$ cat src/rtl/irq_ctrl.sv
// Interrupt controller: masks and prioritises level-held sources, raises one
// request to the pipeline, acks the winner on trap entry, blocks nesting until eret.
module irq_ctrl #(
    parameter int                N_SRC    = 4,
    parameter logic [N_SRC-1:0]  MASK_RST = '1,
    localparam int               CW       = $clog2(N_SRC)
) (
    input  logic              clk,
    input  logic              reset,
    input  logic [N_SRC-1:0]  irq_in,
    output logic [N_SRC-1:0]  irq_ack,
    input  logic              int_en,
    input  logic              mask_we,
    input  logic [N_SRC-1:0]  mask_wdata,
    output logic [N_SRC-1:0]  mask,
    output logic [N_SRC-1:0]  pending,
    output logic              int_req,
    output logic [CW-1:0]     int_cause,
    input  logic              int_taken,
    input  logic              eret,
    output logic              in_service,
    output logic [1:0]        dbg_state
);

    // Handshake: int_req holds with a frozen int_cause until int_taken (ack
    // follows for one cycle) or until the request is withdrawn; in_service
    // then holds until eret.
    typedef enum logic [1:0] {
        IDLE    = 2'd0,
        REQ     = 2'd1,
        SERVICE = 2'd2
    } state_e;

    state_e            state_q, state_d;
    logic [N_SRC-1:0]  mask_q, mask_d;
    logic [N_SRC-1:0]  pending_q, pending_d;
    logic [N_SRC-1:0]  ack_q, ack_d;
    logic [CW-1:0]     cause_q, cause_d;
    logic [N_SRC-1:0]  masked;
    logic [CW-1:0]     winner;
    logic              any_masked;
    logic              cause_live;

    assign masked     = irq_in & mask_q;
    assign any_masked = |masked;

    // Lowest set index wins; scanning downward lets the lowest overwrite.
    always_comb begin
        winner = '0;
        for (int i = N_SRC - 1; i >= 0; i--) begin
            if (masked[i]) winner = CW'(i);
        end
    end

    always_comb begin
        cause_live = 1'b0;
        for (int i = 0; i < N_SRC; i++) begin
            if (CW'(i) == cause_q) cause_live = masked[i];
        end
    end

    // Next-state logic
    always_comb begin
        state_d = state_q;
        case (state_q)
            IDLE: begin
                if (int_en && any_masked) state_d = REQ;
            end
            REQ: begin
                if (int_taken)                   state_d = SERVICE;
                else if (!int_en || !cause_live) state_d = IDLE;
            end
            SERVICE: begin
                if (eret) state_d = IDLE;
            end
            default: state_d = IDLE;
        endcase
    end

    // Datapath next values
    always_comb begin
        mask_d    = mask_we ? mask_wdata : mask_q;
        pending_d = masked;
        cause_d   = cause_q;
        if (state_q == IDLE && state_d == REQ) cause_d = winner;
        ack_d = '0;
        if (state_q == REQ && int_taken) begin
            for (int i = 0; i < N_SRC; i++) begin
                if (CW'(i) == cause_q) ack_d[i] = 1'b1;
            end
        end
    end

    // State and datapath registers
    always_ff @(posedge clk) begin
        if (reset) begin
            state_q   <= IDLE;
            mask_q    <= MASK_RST;
            pending_q <= '0;
            ack_q     <= '0;
            cause_q   <= '0;
        end else begin
            state_q   <= state_d;
            mask_q    <= mask_d;
            pending_q <= pending_d;
            ack_q     <= ack_d;
            cause_q   <= cause_d;
        end
    end

    // Output logic
    always_comb begin
        int_req    = (state_q == REQ);
        in_service = (state_q == SERVICE);
        int_cause  = cause_q;
        irq_ack    = ack_q;
        mask       = mask_q;
        pending    = pending_q;
        dbg_state  = state_q;
    end

endmodule

$ cat config.mk
export PLATFORM = sky130hd
export DESIGN_NAME = irq_ctrl
export DESIGN_NICKNAME = d
export VERILOG_FILES = /design/src/rtl/irq_ctrl.sv
export SDC_FILE = /design/constraint.sdc
export NUM_CORES = 1
export LEC_CHECK = 0
export ABC_AREA = 1
export CAP_MARGIN = 10
export CELL_PAD_IN_SITES_DETAIL_PLACEMENT = 0
export CELL_PAD_IN_SITES_GLOBAL_PLACEMENT = 1
export CORE_ASPECT_RATIO = 1.4
export CORE_MARGIN = 2
export CORE_UTILIZATION = 25
export DETAILED_ROUTE_END_ITERATION = 12
export PLACE_DENSITY_LB_ADDON = 0.15
export SYNTH_ARGS = -nofsm -noshare
export SYNTH_HDL_FRONTEND = slang
export SYNTH_SLANG_ARGS = --single-unit
$ cat constraint.sdc
create_clock -name clk -period 1.4 [get_ports clk]
set_clock_uncertainty 0.2 [all_clocks]
set_input_delay 0.21 -clock clk [delete_from_list [all_inputs] [get_ports clk]]
set_output_delay 0.21 -clock clk [all_outputs]
set_load 0.05 [all_outputs]
==> impl_results.md, run 1 <==
* Status: complete, but fails checks
* Failing checks: setup timing
* Die height at 62.7 µm
* Area growth syn-to-layout at 111%
* I/O pin total at 32
* Final instance area at 0.00129 mm²
* Crit-path cells: buf_6 -> nor2_4 -> buf_12
* RSZ-0062 raised after global routing: true
* Final std cells w/o fill at 150
* Final WS setup at -0.0317 ns
* Layout cells sized above 1 at 38.6%
* Cell chosen for the clock root: clkbuf_4
* FMAX at 698 MHz
* Worst Hold Class: input port to register
* Seq cells post-synth at 16
* Tcrit/Tclk final at 102%
* Max VDD drop at 0.530 mV
* Storage cell area at 343 µm²
* Placement Rows at 21
* Initial Utilization at 26.0%
* CTS tree: yes
* ANT nets after route at 0
* DR iter-0 viols at 17
* Seq pwr share at 42.4%
* DR pass1 iterations at 4
* Endpoints failing hold at 0
* Filler cells at 222
* Placed insts at 144
* Overflow left after global routing at 0
* Synth top cells by count: nand2_1, dfxtp_1, nand3_1
* Total power at 1.21 mW
* Total CTS buffers at 3
* Net Sw Frac at 31.4%
* Headroom to the max-slew limit at 83.8%
* Number of synthesized flops with an enable pin at 0
* Final nets at 142
* Avg WL per Cell at 11.3 µm
* Aggregate global-route resource usage at 13.0%
* Leak at 0.588 nW
* Syn nets at 96
* Prevailing post-synth register cell: dfxtp_1
* Clock group share of total power at 25.6%
* Most common cell in the netlist: nand2_1
* Sequential cell area fraction in the yosys report at 52.1%
* CP max-delay cell: dfxtp_4
* Cts hold-fix bufs at 0
* Switching pwr at 0.380 mW
* Cell-internal power at 0.831 mW
* Crit start category: register
* Comb pwr share at 32.0%
* Largest delay contributor family on the critical path: flip-flops
* Gpl congestion at 0.727
* Vias in the first global route at 662
* Final Critical Period at 1.43 ns
* CTS max path bufs at 2
* Setup crit end kind: output port
* Yosys warns at 0
* Dpl ws at -0.197 ns
* IO Port Bufs at 31
* Top post-synthesis cells by area: dfxtp_1, nand2_1, nand3_1, inv_1, nor2_1
* Die ar. at 0.00288 mm²
* CP Max Fanout at 3
* Synth top area share at 52.1%
* Critical Path RT at 0.99 ns
* Synth unique cells at 13
* Die Wd at 45.9 µm
* CTS H-tree depth at 1
* Maximum number of pins on one net before global-route repair at 10
* Largest area contributor in the netlist: dfxtp_1
* Initial antenna violation count at 0
* Clock-pin slew on the worst setup and hold paths at 0.10 ns
* Area after DPL at 0.00122 mm²
* WL final at 1700 µm
* Cell Area, Synth at 614 µm²
* Final setup fails at 2
* Multi-input combinational cell area at 273 µm²
* Vias per Instance at 4.63
* Post-Syn Area per Cell at 7.49 µm²
* Dpl hpwl at 1360 µm
* Number of max-cap violations at 0
* Fin. max-slew vios at 0
* Critical path arrival at 1.02 ns
* Via count at 694
* CP Buf/Inv Count at 2
* Clock latency on the worst-skew pair at 0.29 ns
* Worst Tran Pin Value at 0.239 ns
* Cell area power density at 936 mW/mm²
* FFs w/ async S/R, synth at 0%
* First-pass GRT wire length at 2760 µm
* Synth Instances at 82
* DR DRC count at 0
* Crit Path Category: register to output port
* Max stage delay on crit path at 0.37 ns
* CTS sink cnt at 16
* Core ar. at 0.00236 mm²
* # diodes at 0
-- path summary, 6_finish.rpt --
| check | startpoint | to | slack, ns | depth (start not counted) |
|---|---|---|---|---|
| worst max-delay path | dbg_state[0]$_SDFF_PP0_ | in_service | -0.03 | 3 |
| worst max register to register | mask[1]$_SDFFE_PP1P_ | int_cause[0]$_SDFFE_PP0P_ | 0.10 | 8 |
| worst min register to register | mask[1]$_SDFFE_PP1P_ | mask[1]$_SDFFE_PP1P_ | 0.30 | 2 |
| worst min-delay path | mask_wdata[1] | mask[1]$_SDFFE_PP1P_ | 0.27 | 3 |
-- worst reg2reg max path: stages, from the launching register on --
cell and delay [ns]:
dfxtp_2 0.37, nand2_1 0.10, nand2_2 0.08, inv_1 0.04
nand2_1 0.07, nand4_1 0.14, nand2_1 0.10, nand2_1 0.05
nor2_1 0.08
-- per-layer routing --
layer | vias to the layer above | global-route usage [%] | wire [µm]
met4 | 0 | 7.50 | 30
met1 | 310 | 14.5 | 642
met5 | - | 0 | 0
li1 | 351 | - | -
met2 | 29 | 21.7 | 927
met3 | 4 | 2.31 | 96
-- power groups by stage --
| stage | sequential, mW | combinational, mW | clock (mW) |
|---|---|---|---|
| final | 0.513 | 0.387 | 0.310 |
| after global routing | 0.518 | 0.412 | 0.330 |
| after CTS | 0.515 | 0.388 | 0.320 |
| after detailed placement | 0.530 | 0.376 | 0 |
| after global placement | 0.530 | 0.375 | 0 |
| after floorplan | 0.602 | 0.0902 | 0 |
-- timing repair --
item,4_1_cts,5_1_grt
setup buffers,3,0
gates resized for setup,3,6
pin swaps,2,0
gates cloned,0,0
setup endpoints to repair,2,3
-- state kept, by name (all words and copies together), names as in the netlist --
name and count:
pending 4, dbg_state 2, int_cause 2, mask 4, irq_ack 4
-- stage by stage --
stage,TNS (ns),hold slack [ns],utilization [%]
floorplan,-0.116,0.0676,-
global placement,-0.435,0.278,51.6
detailed placement,-0.475,0.284,51.6
CTS,-0.0580,0.269,54.1
global route,-0.125,0.284,54.7
finish,-0.0437,0.269,54.7
-- layout make-up --
cell class / count / area share [%]
Clock buffer: 4 / 2.80
Sequential cell: 16 / 26.5
Inverter: 11 / 3.38
Timing Repair Buffer: 41 / 44.0
Tap cell: 23 / 2.22
Multi-Input combinational cell: 55 / 21.1
-- cells in the final DEF (no fill, tap or decap), types with 3 or more instances in the layout --
cell type	n
buf_12	18
clkbuf_4	3
dfxtp_4	5
nand3_1	10
buf_4	9
nand2_1	20
dfxtp_1	8
clkdlybuf4s50_1	13
nor2_1	9
nand2_2	3
dfxtp_2	3
nor3_1	3
inv_1	9
-- cell families after synthesis --
family / synth area share [%]
simple gates: 36.5
compound gates: 4.68
flops: 52.1
buf+inv: 6.72
(Power assumes the default switching activity.)
==> run 2: changes to the inputs <==
--- a/config.mk
+++ b/config.mk
@@ -14,6 +14,7 @@
 export CORE_UTILIZATION = 25
 export DETAILED_ROUTE_END_ITERATION = 12
 export PLACE_DENSITY_LB_ADDON = 0.15
+export SKIP_CTS_REPAIR_TIMING = 1
 export SYNTH_ARGS = -nofsm -noshare
 export SYNTH_HDL_FRONTEND = slang
 export SYNTH_SLANG_ARGS = --single-unit
==> impl_results.md, run 2 (synthesis gave the netlist of run 1 again) <==
* Final setup fails at 2 (unchanged)
* Final std cells w/o fill at 161 (+7.3%)
* Multi-input combinational cell area at 278 µm² (+1.8%)
* RSZ-0062 raised after global routing: true
* FMAX at 674 MHz (-3.6%)
* Leading cell types in the layout, fill and taps excluded: buf_4, nand2_1, buf_12
* WL final at 1870 µm (+10%)
* Final WS setup at -0.0844 ns (-0.0527 ns)
* CP Buf/Inv Count at 2 (unchanged)
* Crit-path cells: clkinvlp_4 -> nor2_4 -> buf_12
* CTS max path bufs at 2 (unchanged)
* Via count at 754 (+8.6%)
* Total CTS buffers at 3 (unchanged)
* Worst reg2reg endpoint: dbg_state[0]$_SDFF_PP0_
* DR DRC count at 0 (unchanged)
* CP Max Fanout at 4 (+1)
* Status: complete, but fails checks
* Storage cell area at 343 µm² (unchanged)
* Cell area power density at 910 mW/mm² (-2.7%)
* Tcrit/Tclk final at 106% (+3.8 points)
* Crit Path Category: register to output port
* Clock latency on the worst-skew pair at 0.30 ns (about the same)
* R2R setup slack at 0.09 ns (about the same)
* Avg WL per Cell at 11.6 µm (+2.7%)
* Dpl hpwl at 1360 µm (unchanged)
* Core ar. at 0.00236 mm² (unchanged)
* Filler cells at 214 (-3.6%)
* Fin. max-slew vios at 0 (unchanged)
* Worst Hold Path EP: int_cause[0]$_SDFFE_PP0P_
* Failing checks: setup timing
* Critical Path RT at 0.99 ns (about the same)
* Die ar. at 0.00288 mm² (unchanged)
* Area after DPL at 0.00122 mm² (unchanged)
* CTS tree: yes
* Final instance area at 0.00139 mm² (+7.5%)
* Initial antenna violation count at 0 (unchanged)
* Clock-pin slew on the worst setup and hold paths at 0.10 ns (about the same)
* # diodes at 0 (unchanged)
* Worst r2r src: mask[3]$_SDFFE_PP1P_
* Aggregate global-route resource usage at 12.8% (-0.17 points)
* Layout cells sized above 1 at 44.9% (+6.3 points)
* Endpoints failing hold at 0 (unchanged)
* Die Wd at 45.9 µm (unchanged)
* Min-delay src: irq_in[3]
* Placed insts at 144 (unchanged)
* Worst Hold Class: input port to register
* Initial Utilization at 26.0% (unchanged)
* CP max-delay cell: dfxtp_4
* Gpl congestion at 0.727 (unchanged)
* Number of max-cap violations at 0 (unchanged)
* Area growth syn-to-layout at 126%
* ANT nets after route at 0 (unchanged)
* Vias per Instance at 4.68 (+1.2%)
* IO Port Bufs at 31 (unchanged)
* Setup crit end kind: output port
* Crit start category: register
* Fin util at 58.8% (+4.1 points)
* Leak at 0.647 nW (+10%)
* Largest delay contributor family on the critical path: flip-flops
* Reg2reg path depth at 8 (unchanged)
* Worst Tran Pin Value at 0.231 ns (-0.00790 ns)
* I/O pin total at 32 (unchanged)
* Commonest non-fill, non-tap cell in the layout: buf_4
* Vias in the first global route at 651 (-1.7%)
* CTS sink cnt at 16 (unchanged)
* Final nets at 153 (+7.7%)
* Hold path depth at 5 (+2)
* Critical path arrival at 1.07 ns (+0.05 ns)
* Cell chosen for the clock root: clkbuf_4
* CTS H-tree depth at 1 (unchanged)
* Final Critical Period at 1.48 ns (+0.0527 ns)
* Maximum number of pins on one net before global-route repair at 10 (unchanged)
* Sum Neg Setup Slack at -0.160 ns (-0.116 ns)
* DR pass1 iterations at 4 (unchanged)
* First-pass GRT wire length at 2720 µm (-1.5%)
* Placement Rows at 21 (unchanged)
* DR iter-0 viols at 7 (-10)
* Die height at 62.7 µm (unchanged)
* Overflow left after global routing at 0 (unchanged)
* Headroom to the max-slew limit at 84.4% (+0.53 points)
* Max stage delay on crit path at 0.40 ns (+0.03 ns)
* Max VDD drop at 0.641 mV (+21%)
run 2: cell count changes in the layout (fill, tap and decap cells not counted), sizes merged:
cell	previous run	this run
clkinvlp	0	1
buf	28	39
dlymetal6s2s	0	1
inv	11	10
clkdlybuf4s50	13	12
run 2: layer usage:
| metal | vias to the layer above | track usage, % | part of all wire, % |
|---|---|---|---|
| met1 | 342 | 14.5 | 37 |
| met5 | - | 0 | 0 |
| met3 | 5 | 2.31 | 5.3 |
| met4 | 0 | 7.50 | 2.4 |
| li1 | 375 | - | - |
| met2 | 32 | 21.2 | 55 |
run 2: through the flow:
stage	setup slack, ns	hold slack, ns	power, mW
2_1_floorplan	-0.103	0.0676	0.692
3_3_place_gp	-0.173	0.278	0.905
3_5_place_dp	-0.197	0.284	0.907
4_1_cts	-0.140	0.269	1.22
5_1_grt	-0.112	0.194	1.32
6_report	-0.0844	0.164	1.27
run 2: final cells by class:
cell class | count | area share, %
inverter | 11 | 3.42
multi-input combinational | 55 | 20.0
timing repair buffer | 52 | 47.3
tap | 23 | 2.07
clock buffer | 4 | 2.61
sequential | 16 | 24.6
run 2: worst max path at each step:
stage	startpoint	to	slack, ns	cells after the start
finish	dbg_state[1]$_SDFF_PP0_	in_service	-0.08	3
global route	dbg_state[1]$_SDFF_PP0_	in_service	-0.11	3
CTS	dbg_state[0]$_SDFF_PP0_	int_req	-0.14	4
detailed placement	irq_in[2]	int_cause[0]$_SDFFE_PP0P_	-0.20	8
global placement	irq_in[2]	int_cause[0]$_SDFFE_PP0P_	-0.17	8
floorplan	dbg_state[0]$_SDFF_PP0_	dbg_state[0]$_SDFF_PP0_	-0.10	8
run 2: where the power goes:
group          internal, mW  switching (mW)
Clock                 0.159           0.168
Sequential            0.479          0.0293
Combinational         0.222           0.209
Total                 0.860           0.406
run 2: worst min-delay path: stages:
cell            delay [ns]
dlymetal6s2s_1        0.13
nand3_1               0.08
a21boi_0              0.08
nor2_1                0.10
nor2_1                0.04
==> run 3: changes to the inputs <==
--- a/config.mk
+++ b/config.mk
@@ -13,7 +13,9 @@
 export CORE_MARGIN = 2
 export CORE_UTILIZATION = 25
 export DETAILED_ROUTE_END_ITERATION = 12
-export PLACE_DENSITY_LB_ADDON = 0.15
+export GPL_TIMING_DRIVEN = 0
+export PLACE_DENSITY = 0.83
+export SETUP_SLACK_MARGIN = 0.4
 export SKIP_CTS_REPAIR_TIMING = 1
 export SYNTH_ARGS = -nofsm -noshare
 export SYNTH_HDL_FRONTEND = slang
==> impl_results.md, run 3 (synthesis gave the netlist of run 1 again) <==
* Net Sw Frac at 33.2% (+1.1 points)
* # diodes at 0 (unchanged)
* CTS H-tree depth at 1 (unchanged)
* Filler cells at 209 (-2.3%)
* GR met3 Demand/Resource at 2.60% (+0.29 points)
* Leading cell types in the layout, fill and taps excluded: nand2_1, buf_8, buf_4
* First-pass GRT wire length at 2570 µm (-5.3%)
* Final setup fails at 2 (unchanged)
* Global route hottest layer: met2
* Worst reg2reg endpoint: dbg_state[0]$_SDFF_PP0_
* CTS tree: yes
* CP Max Fanout at 4 (unchanged)
* FMAX at 685 MHz (+1.7%)
* Max VDD drop at 0.545 mV (-15%)
* Setup crit end kind: output port
* Die Wd at 45.9 µm (unchanged)
* Number of max-cap violations at 0 (unchanged)
* Final instance area at 0.00132 mm² (-5.4%)
* Comb pwr share at 31.4% (-2.6 points)
* DR pass1 iterations at 4 (unchanged)
* CP Buf/Inv Count at 2 (unchanged)
* Failing checks: hold timing, setup timing
* Worst r2r src: dbg_state[0]$_SDFF_PP0_
* RSZ-0062 raised after global routing: true
* Grt met2 use at 20.1% (-1.0 points)
* Cell-internal power at 0.812 mW (-5.5%)
* Fin util at 55.7% (-3.2 points)
* Hold path depth at 3 (-2)
* Switching pwr at 0.404 mW (-0.60%)
* DR iter-0 viols at 14 (+7)
* Final WS setup at -0.0603 ns (+0.0241 ns)
* Gpl congestion at 0.695 (-4.4%)
* Vias in the first global route at 660 (+1.4%)
* Via count at 721 (-4.4%)
* Endpoints failing hold at 1 (+1)
* Headroom to the max-slew limit at 76.0% (-8.4 points)
* Commonest non-fill, non-tap cell in the layout: nand2_1
* Crit-path cells: clkinvlp_4 -> nor2_4 -> buf_6
* Placed insts at 136 (-5.6%)
* CTS max path bufs at 2 (unchanged)
* Tcrit/Tclk final at 104% (-1.7 points)
* I/O pin total at 32 (unchanged)
* Die ar. at 0.00288 mm² (unchanged)
* Cell area power density at 924 mW/mm² (+1.5%)
* Final hold slack at -0.00377 ns (-0.168 ns)
* Initial antenna violation count at 0 (unchanged)
* DR DRC count at 0 (unchanged)
* Total CTS buffers at 3 (unchanged)
* Clock-pin slew on the worst setup and hold paths at 0.10 ns (about the same)
* Die height at 62.7 µm (unchanged)
* Status: complete, but fails checks
* WL final at 1800 µm (-3.5%)
* Placement Rows at 21 (unchanged)
* Final nets at 145 (-5.2%)
* Worst Hold Path EP: pending[2]$_SDFF_PP0_
* R2R setup slack at 0.08 ns (about the same)
* Final Critical Period at 1.46 ns (-0.0241 ns)
* IO Port Bufs at 31 (unchanged)
* Area after DPL at 998 µm² (-18%)
* Total power at 1.22 mW (-4.0%)
* Final std cells w/o fill at 153 (-5.0%)
* ANT nets after route at 0 (unchanged)
* CP Launch Point: dbg_state[1]$_SDFF_PP0_
* Vias per Instance at 4.71 (+0.62%)
* Core ar. at 0.00236 mm² (unchanged)
* Maximum number of pins on one net before global-route repair at 10 (unchanged)
* Crit Path Category: register to output port
* Fin. max-slew vios at 0 (unchanged)
* Dpl ws at -0.359 ns (-0.162 ns)
* Layout cells sized above 1 at 54.6% (+9.7 points)
* Critical path arrival at 1.05 ns (-0.02 ns)
* Clock latency on the worst-skew pair at 0.30 ns (about the same)
* Clock group share of total power at 26.3% (+0.5 points)
* CP max-delay cell: dfxtp_4
* Min-delay src: irq_in[2]
* Aggregate global-route resource usage at 12.0% (-0.87 points)
* Area growth syn-to-layout at 114%
* Seq pwr share at 42.3% (+2.1 points)
* Largest delay contributor family on the critical path: flip-flops
* Leak at 0.653 nW (+0.87%)
* Met1 Use GR at 12.4% (-2.1 points)
* Worst Tran Pin Value at 0.360 ns (+0.128 ns)
* Crit start category: register
* Max stage delay on crit path at 0.40 ns (about the same)
* Critical Path RT at 0.99 ns (about the same)
* Cell chosen for the clock root: clkbuf_4
* Worst Hold Class: input port to register
* Sum Neg Setup Slack at -0.105 ns (+0.0546 ns)
* Overflow left after global routing at 0 (unchanged)
* Dpl hpwl at 1180 µm (-13%)
* Reg2reg path depth at 9 (+1)
* CTS sink cnt at 16 (unchanged)
* Initial Utilization at 26.0% (unchanged)
* Avg WL per Cell at 11.8 µm (+1.5%)
run 3: changes by cell type in the layout (fill, tap and decap cells not counted), moves of 3 or more:
cell | previous run | this run
nand2_4 | 0 | 5
dfxtp_2 | 3 | 8
dfxtp_4 | 5 | 8
nor3_1 | 3 | 0
buf_12 | 18 | 0
dfxtp_1 | 8 | 0
buf_4 | 19 | 11
nand2_2 | 5 | 2
nor3_2 | 0 | 3
dlymetal6s2s_1 | 1 | 6
clkdlybuf4s50_1 | 12 | 7
buf_8 | 0 | 15
run 3: how the worst max path moves through the flow:
stage | end | slack (ns) | cells after the start
2_1_floorplan | dbg_state[0]$_SDFF_PP0_ | -0.09 | 8
3_3_place_gp | int_req | -0.34 | 3
3_5_place_dp | irq_ack[2]$_SDFF_PP0_ | -0.36 | 4
4_1_cts | in_service | -0.69 | 3
5_1_grt | in_service | -0.09 | 3
6_report | in_service | -0.06 | 3
run 3: power by group through the flow:
stage                     Combinational [mW]  Sequential, mW  Clock (mW)
after floorplan                       0.0913           0.599           0
after global placement                 0.291           0.512           0
after detailed placement               0.293           0.512           0
after CTS                              0.294           0.501       0.323
after global routing                   0.407           0.518       0.334
final                                  0.382           0.514       0.320
run 3: worst register-to-register path, stage by stage, from the launching register on:
cell and delay (ns):
dfxtp_4 0.42, inv_4 0.05, nor2_4 0.10, buf_6 0.11, nand2_2 0.04, nor2_1 0.07
nand3_1 0.07, nand2_1 0.07, nand2_1 0.06, nor2_2 0.07
run 3: metal layers:
metal	vias to the layer above	share of wire, %
met4	0	3.3
met3	5	5.6
met1	327	35
li1	358	-
met5	-	0
met2	31	56
run 3: final cells by class:
class                   count  area, µm²  share of cell area, %
repair buffers             44        503                   38.2
flip-flops and latches     16        360                   27.4
multi-input cells          55        340                   25.9
inverters                  11       47.5                   3.61
clock buffers               4       36.3                   2.76
well taps                  23       28.8                   2.19
